## config.mk

```make
export PLATFORM = sky130hd
export DESIGN_NAME = var_delay
export DESIGN_NICKNAME = d
export VERILOG_FILES = /design/src/rtl/var_delay.sv
export SDC_FILE = /design/constraint.sdc
export NUM_CORES = 1
export LEC_CHECK = 0
export ABC_AREA = 1
export CAP_MARGIN = 10
export CELL_PAD_IN_SITES_DETAIL_PLACEMENT = 1
export CELL_PAD_IN_SITES_GLOBAL_PLACEMENT = 1
export CORE_MARGIN = 4
export CORE_UTILIZATION = 48
export DETAILED_ROUTE_END_ITERATION = 16
export PLACE_DENSITY_LB_ADDON = 0.08
export SLEW_MARGIN = 20
export SYNTH_ARGS = -nofsm -noshare
export SYNTH_HDL_FRONTEND = slang
export SYNTH_SLANG_ARGS = --single-unit
```

## constraint.sdc

```tcl
create_clock -name master_clk -period 3.1 [get_ports master_clk]
set_input_delay 0.62 -clock master_clk [delete_from_list [all_inputs] [get_ports master_clk]]
set_output_delay 0.62 -clock master_clk [all_outputs]
set_load 0.01 [all_outputs]
```

## src/rtl/var_delay.sv

```systemverilog
// var_delay: runtime-programmable delay line built on a circular buffer.
// The active delay is latched from delay_sel during reset and on any CE edge
// where the clamped request differs from the current one (a flush). A fill
// counter masks stale buffer contents until enough samples have been accepted
// under the current delay. Delay 0 is a combinational passthrough.
module var_delay #(
    parameter int N         = 8,
    parameter int MAX_DELAY = 16,
    parameter int DW        = $clog2(MAX_DELAY + 1)
) (
    input  logic          master_clk,
    input  logic          master_rst,
    input  logic          master_ce,
    input  logic [N-1:0]  idata,
    input  logic [DW-1:0] delay_sel,
    output logic [N-1:0]  odata,
    output logic          ovalid
);

    // The buffer only needs to hold the d-1 samples preceding the current one.
    localparam int DEPTH = MAX_DELAY;
    localparam int AW    = (DEPTH > 1) ? $clog2(DEPTH) : 1;
    localparam int PW    = AW + 1;
    localparam logic [DW-1:0] MAX_D   = DW'(MAX_DELAY);
    localparam logic [AW-1:0] LAST_WA = AW'(DEPTH - 1);
    localparam logic [PW-1:0] DEPTH_P = PW'(DEPTH);

    logic [N-1:0]  mem_q [DEPTH];

    logic [DW-1:0] delay_q, delay_d;
    logic [AW-1:0] wr_ptr_q, wr_ptr_d;
    logic [DW-1:0] fill_q, fill_d;
    logic [N-1:0]  odata_q;
    logic          ovalid_q;

    logic [DW-1:0] sel_clamped;
    logic          flush;
    logic [PW-1:0] wr_ext;
    logic [PW-1:0] off_ext;
    logic [PW-1:0] rd_sum;
    logic [AW-1:0] rd_addr;
    logic          out_valid_d;
    logic [N-1:0]  rd_value;

    // Next-state logic: clamp the request, detect a flush, advance pointer
    // and fill count, and pick the sample that becomes the registered output.
    always_comb begin
        sel_clamped = (delay_sel > MAX_D) ? MAX_D : delay_sel;
        flush       = master_ce && (sel_clamped != delay_q);
        delay_d     = master_ce ? sel_clamped : delay_q;

        wr_ptr_d = (wr_ptr_q == LAST_WA) ? '0 : wr_ptr_q + AW'(1);

        // The sample taken on the flush edge is the first one under the new delay.
        if (flush) begin
            fill_d = DW'(1);
        end else if (fill_q == MAX_D) begin
            fill_d = fill_q;
        end else begin
            fill_d = fill_q + DW'(1);
        end

        // Read address = write pointer - (d - 1), modulo depth. The offset is
        // meaningless for d = 0 but is never used in that case.
        wr_ext  = PW'(wr_ptr_q);
        off_ext = PW'(delay_d - DW'(1));
        if (wr_ext >= off_ext) begin
            rd_sum = wr_ext - off_ext;
        end else begin
            rd_sum = wr_ext + DEPTH_P - off_ext;
        end
        rd_addr = AW'(rd_sum);

        out_valid_d = (delay_d != '0) && (fill_d >= delay_d);
        rd_value    = (delay_d == DW'(1)) ? idata : mem_q[rd_addr];
    end

    // Sample storage: one write per accepted sample, no reset so it maps to RAM.
    always_ff @(posedge master_clk) begin
        if (master_ce && !master_rst) begin
            mem_q[wr_ptr_q] <= idata;
        end
    end

    // Control state and registered output; reset wins over the clock enable.
    always_ff @(posedge master_clk) begin
        if (master_rst) begin
            delay_q  <= sel_clamped;
            wr_ptr_q <= '0;
            fill_q   <= '0;
            odata_q  <= '0;
            ovalid_q <= 1'b0;
        end else if (master_ce) begin
            delay_q  <= delay_d;
            wr_ptr_q <= wr_ptr_d;
            fill_q   <= fill_d;
            odata_q  <= out_valid_d ? rd_value : '0;
            ovalid_q <= out_valid_d;
        end
    end

    // Output mux: passthrough at delay 0 (blanked while reset is asserted),
    // otherwise the registered delayed sample.
    always_comb begin
        if (delay_q == '0) begin
            odata  = master_rst ? '0 : idata;
            ovalid = !master_rst;
        end else begin
            odata  = odata_q;
            ovalid = ovalid_q;
        end
    end

endmodule

```

==> results.yml, run 1 <==
placement:
  gp_congestion: 0.8509
  dpl_worst_slack_ns: -0.5242
  hpwl_um: 15380
  port-buffer-count: 24
  placed_area_um2: 7915
detailed_routing:
  viasPerCell: 5.876
  drt_pass1_iterations: 5
  wirelength_um: 23270
  remaining_drc_errors: 0
  antenna_left: 0
  wire_per_inst_um: 23.56
  wl_met2_um: 11410
  highest_layer: "met4"
  wl_met3_um: 1674
  wl_met1_um: 9428
  vias: 5805
  drt_iter0_markers: 551
clock_tree:
  worstSkewPairLatency_ns: 0.44
  cts_root_buffer: "clkbuf_16"
  numCtsBuffers: 17
  cts.path.max_buffers: 2
  htree_levels: 4
  cts_num_sinks: 151
  cts_tree: "yes"
  cts.clk_slew.worst_paths_ns: 0.06
pwr:
  pwr_density_cell_nw_per_um2: 696.2
  p_sw_mw: 1.957
  pwr-share-comb_pct: 27.1
  max-vdd-ir-drop_uv: 448.8
  power_frac_seq_pct: 37.1
  p_leak_nw: 3.564
  switching_share_pct: 32.08
  clkPwrFrac_pct: 35.8
  p_int_mw: 4.143
floorplanning:
  dieArea_um2: 16580
  io_pins: 25
  core-area_um2: 14100
  rows: 43
  die_h_um: 128.7
  die-width_um: 128.7
  start_util_pct: 49.64
logic_synthesis:
  synth_top_area_cell: "edfxtp_1"
  synthDistinctLibCells: 34
  ys_seq_area_share_pct: 62.22
  synth.most_common_cell: "nand2_1"
  synth_flop_cell: "edfxtp_1"
  yosys_warnings: 0
  netlist.area_leader.share_pct: 57.07
  syn_inst: 705
  ys_ff_latch: 151
  synth.cell_area_um2: 6998
  synthTopCellsByCount: "nand2_1 (227), nand3_1 (141), edfxtp_1 (133), inv_1 (51), nor2_1 (23)"
  async_reset_ff_share_pct: 0
  ys_top_cells_by_area: "edfxtp_1 (57%), nand2_1 (12%), nand3_1 (10%)"
  synth_edf_count: 133
  syn_nets: 736
  avgSynthCellArea_um2: 9.926
setup_path:
  arrival_ns: 3.37
  worst-setup-path-type: "in2reg"
  startpoint_type: "primary input"
  critPathCaptureType: "flop"
  cp_data_required_time_ns: 3.44
  cp_max_fo: 8
global_route:
  antenna_found_initial: 0
  grt_pass1_vias: 6038
  grt_max_degree: 64
  gr-usage-all-layers_pct: 28.62
  gr-total-overflow: 0
  grt_pass1_wl_um: 34710
layout:
  nets: 826
  drive_above_1_share_pct: 19.18
  diodes: 0
  stdcell_area_um2: 8762
  areaGrowthSynthToFinish_pct: 25.21
min_path:
  worstHoldPathType: "reg2reg"
timing:
  whs_ns: 0.4564
  setup_violations: 0
  worstMarginPinSlew_ns: 0.5509
  fin_setup_tns_ns: 0
  max_slew_margin_pct: 63.27
  hold_violations: 0
  fin_crit_sh_pct: 97.74
  clock.fmax_mhz: 330.1
  min_period_ns: 3.030
  setup_slack_ns: 0.07021
  slew_viol_final: 0
  final.setup_skew_ns: 0.01261
job:
  drv_cap: 0
outcome:
  status: "finished, final reports clean"
stage by stage:
step | utilization, % | instances | power (mW)
after floorplan | - | 705 | 3.131
final | 62.16 | 988 | 6.100
after CTS | 60.79 | 980 | 5.963
after global routing | 62.16 | 988 | 6.349
after global placement | 56.15 | 948 | 3.706
after detailed placement | 56.15 | 948 | 3.759
layer usage:
metal  GRT usage [%]  vias to the layer above
met5               0                        -
met4           11.24                        0
met3           6.849                       61
met2           46.37                      242
met1           37.39                     2913
li1                -                     2589
worst max-delay path, stage by stage:
cell and delay, ns:
dlygate4sd2_1 0.31, inv_2 0.09, buf_4 0.15, nand2_1 0.09, nand2_2 0.09, nor2_4 0.17, xor2_2 0.18, ha_1 0.31
a21oi_2 0.20, nand3_1 0.17, nand2_2 0.17, buf_4 0.14, nand3_4 0.13, nand3_1 0.14, nand3_2 0.12, nand2_1 0.10
inv_2 0.03, nand3_1 0.09, nand2_1 0.05
cells in the final DEF, fill, tap and decap left out, types with 12 or more instances in the layout:
cell,synthesis,layout
o22ai_1,14,13
nor2_1,23,23
inv_1,51,49
nand2_1,227,221
edfxtp_1,133,133
nand2_2,6,12
ha_1,14,12
buf_4,2,59
dfxtp_1,18,18
clkbuf_16,0,17
clkdlybuf4s50_1,0,20
nand3_1,141,134
area by class of cell:
type | instances | area [µm²]
Sequential cell | 151 | 4354
Tap cell | 180 | 225.2
Multi-Input combinational cell | 471 | 2432
Clock buffer | 18 | 429.2
Inverter | 60 | 227.7
Clock inverter | 14 | 188.9
Timing Repair Buffer | 94 | 904.6
Fill cell | 1552 | 5334
power by group through the flow:
stage,clock [mW],combinational (mW),sequential (mW)
2_1_floorplan,0,0.834,2.30
3_3_place_gp,0,1.41,2.30
3_5_place_dp,0,1.46,2.30
4_1_cts,2.21,1.50,2.26
5_1_grt,2.30,1.78,2.26
6_report,2.18,1.66,2.26
sequential cells by signal, summed over array words and instances (netlist names):
signal / flops
wr_ptr_q: 4
mem_q: 128
ovalid_q: 1
delay_q: 5
fill_q: 5
odata_q: 8
cells by family after synthesis:
kind of cell | share of synthesized area (%)
xor+xnor | 0.8582
mux | 0.1430
compound gates | 2.718
simple gates | 26.28
flops | 62.22
buf+inv | 4.988
fa+ha+maj | 2.789
timing repair:
item | in CTS | in global routing
setup endpoints to repair | 9 | 17
buffers inserted | 0 | 7
pin swaps | 0 | 10
gates resized for setup | 9 | 29
gates cloned | 0 | 1
hold buffers | 0 | 0
path summary, 6_finish.rpt:
| check | cells after the start | to | startpoint | slack, ns |
|---|---|---|---|---|
| worst max-delay path | 19 | odata_q[3] | master_ce | 0.07 |
| worst min register to register | 2 | odata_q[6] | odata_q[6] | 0.46 |
| worst max register to register | 17 | odata_q[3] | delay_q[0] | 0.10 |
| worst min-delay path | 2 | odata_q[6] | odata_q[6] | 0.46 |
Power figures use the tool's default switching activity.
==> inputs of run 2 (changes only) <==
--- a/config.mk
+++ b/config.mk
@@ -13,6 +13,7 @@
 export CORE_UTILIZATION = 48
 export DETAILED_ROUTE_END_ITERATION = 16
 export PLACE_DENSITY_LB_ADDON = 0.08
+export SETUP_SLACK_MARGIN = 0.4
 export SLEW_MARGIN = 20
 export SYNTH_ARGS = -nofsm -noshare
 export SYNTH_HDL_FRONTEND = slang
==> run 2 against run 1 <==
Effect of this change:
- sequential power about the same
- register-to-register slack improved by 0.02 ns
- global-route usage grew 1.7 points
- hold slack better by 0.017 ns
- utilization grew 5.8 points
- flip-flop and latch count unchanged
- wire length increased by 17%
- critical endpoint is now odata_q[0]
- largest power group is now combinational logic
- highest routed layer unchanged
==> results.yml, run 2 (same netlist as run 1, synthesis figures left out) <==
global_route:
  gr-usage-all-layers_pct: 30.34
  grt_pass1_wl_um: 36200
  grt_pass1_vias: 6241
  grt_max_degree: 38
  antenna_found_initial: 0
  gr-total-overflow: 0
timing:
  max_slew_margin_pct: 65.11
  rsz0062_at_grt: "yes"
  worstMarginPinSlew_ns: 0.5234
  fin_setup_tns_ns: 0
  hold_violations: 0
  min_period_ns: 2.979
  clock.fmax_mhz: 335.6
  slew_viol_final: 0
  fin_crit_sh_pct: 96.11
  setup_violations: 0
  final.setup_skew_ns: 0.009685
placement:
  placed_area_um2: 7830
  hpwl_um: 14630
  gp_congestion: 0.8687
  port-buffer-count: 24
setup_path:
  startpoint_type: "flop"
  crit_top_cell: "nand3_2"
  cp_max_fo: 8
  critPathCaptureType: "flop"
  reg2reg_from: "delay_q[0]"
  max_stage_delay_ns: 0.58
  worst-setup-path-type: "reg2reg"
  reg2reg_to: "odata_q[0]"
  cp_cell_sequence: "buf_6 -> nand2_4 -> nand2_4 -> ha_4 -> fa_2 -> buf_6 -> buf_12 -> buf_16 -> buf_4 -> nand3_4 -> nand3_2 -> nand2_1 -> nand3_1 -> nand3_2 -> nand2_2 -> inv_2 -> nand3_2 -> nand2_1"
  slowest_stage: "fa_2"
  cp_data_required_time_ns: 3.42
  reg2reg_slack_ns: 0.12
  arrival_ns: 3.30
  r2r_cells: 18
pwr:
  finalPower_mw: 6.751
  pwr_density_cell_nw_per_um2: 705.0
  p_leak_nw: 3.900
  max-vdd-ir-drop_uv: 411.1
floorplanning:
  die_h_um: 128.7
  start_util_pct: 49.64
  io_pins: 25
  rows: 43
  core-area_um2: 14100
  die-width_um: 128.7
  dieArea_um2: 16580
layout:
  nFillCells: 1431
  drive_above_1_share_pct: 34.02
  post-route-util_pct: 67.93
  diodes: 0
  nets: 844
  final_cell_mix: "nand2_1 (199), edfxtp_1 (133), buf_4 (68)"
  largest_register: "mem_q"
  top_regs: "mem_q (128), odata_q (8)"
  largest_register_ffs: 128
  final_common_cell: "nand2_1"
  areaGrowthSynthToFinish_pct: 36.83
  stdcell_area_um2: 9575
detailed_routing:
  vias: 6265
  drt_pass1_iterations: 7
  remaining_drc_errors: 0
  antenna_left: 0
  viasPerCell: 6.228
  drt_iter0_markers: 679
  wirelength_um: 27190
  wire_per_inst_um: 27.03
clock_tree:
  htree_levels: 4
  cts_tree: "yes"
  numCtsBuffers: 17
  cts_root_buffer: "clkbuf_16"
  worstSkewPairLatency_ns: 0.44
  cts_num_sinks: 151
  cts_hold_buf: 0
  cts.path.max_buffers: 2
  cts.clk_slew.worst_paths_ns: 0.07
job:
  drv_cap: 0
min_path:
  hold_path_startpoint: "odata_q[7]"
  holdPathStages: 2
  worstHoldPathType: "reg2reg"
  min_to: "odata_q[7]"
outcome:
  status: "finished, final reports clean"
run 2: cell count changes in the layout (fill, tap and decap cells not counted), sizes merged:
cell,delta
clkinvlp,-1
clkdlybuf4s15,+2
clkinv,+4
bufbuf,+1
bufinv,-2
clkbuf,+5
inv,-1
buf,+17
dlygate4sd2,+4
clkdlybuf4s50,-12
nand2,+1
run 2: per-stage QoR:
stage | instances | setup WS (ns) | hold slack (ns)
4_1_cts | 991 | 0.2219 | 0.4664
3_3_place_gp | 940 | -0.3434 | 0.4412
5_1_grt | 1006 | 0.07698 | 0.5047
6_report | 1006 | 0.1207 | 0.4733
3_5_place_dp | 940 | -0.4486 | 0.4548
2_1_floorplan | 705 | 0.4040 | 0.4261
run 2: worst max path at each step:
stage                  from         end  cells after the start
4_1_cts          delay_q[1]    odata[4]                      6
5_1_grt          delay_q[0]  odata_q[0]                     18
2_1_floorplan  delay_sel[4]  odata_q[2]                     18
6_report         delay_q[0]  odata_q[0]                     18
3_5_place_dp      master_ce  odata_q[2]                     20
3_3_place_gp      master_ce  odata_q[7]                     17
run 2: what timing repair did:
item / 4_1_cts / 5_1_grt
gates cloned: 8 / 0
pin swaps: 34 / 48
resized for setup: 94 / 111
buffers inserted: 11 / 15
endpoints found under the setup margin: 18 / 17
run 2: area by class of cell:
cell class / count / area [µm²] / share of cell area [%]
Clock inverter: 14 / 162.7 / 1.699
Sequential cell: 151 / 4354 / 45.47
Clock buffer: 18 / 429.2 / 4.482
Multi-Input combinational cell: 472 / 3067 / 32.03
Timing Repair Buffer: 111 / 1100 / 11.49
Inverter: 60 / 237.7 / 2.483
Tap cell: 180 / 225.2 / 2.352
run 2: power breakdown:
group,internal [mW],switching [mW]
combinational,0.933,1.47
clock,1.14,0.942
sequential,2.24,0.0194
run 2: routing by layer:
metal / track usage [%] / vias to the layer above / share of wire [%]
li1: - / 2625 / -
met1: 38.42 / 3135 / 37
met2: 51.04 / 376 / 50
met3: 4.940 / 129 / 7.4
met4: 14.39 / 0 / 5.5
met5: 0 / - / 0
run 2: critical path: cells and delay by family (launching register included):
| kind | cells | cell delay, ns |
|---|---|---|
| buffers and inverters | 6 | 0.74 |
| flip-flops | 1 | 0.42 |
| adder cells (fa/ha/maj) | 2 | 0.82 |
| AND/OR/NAND/NOR | 10 | 0.88 |
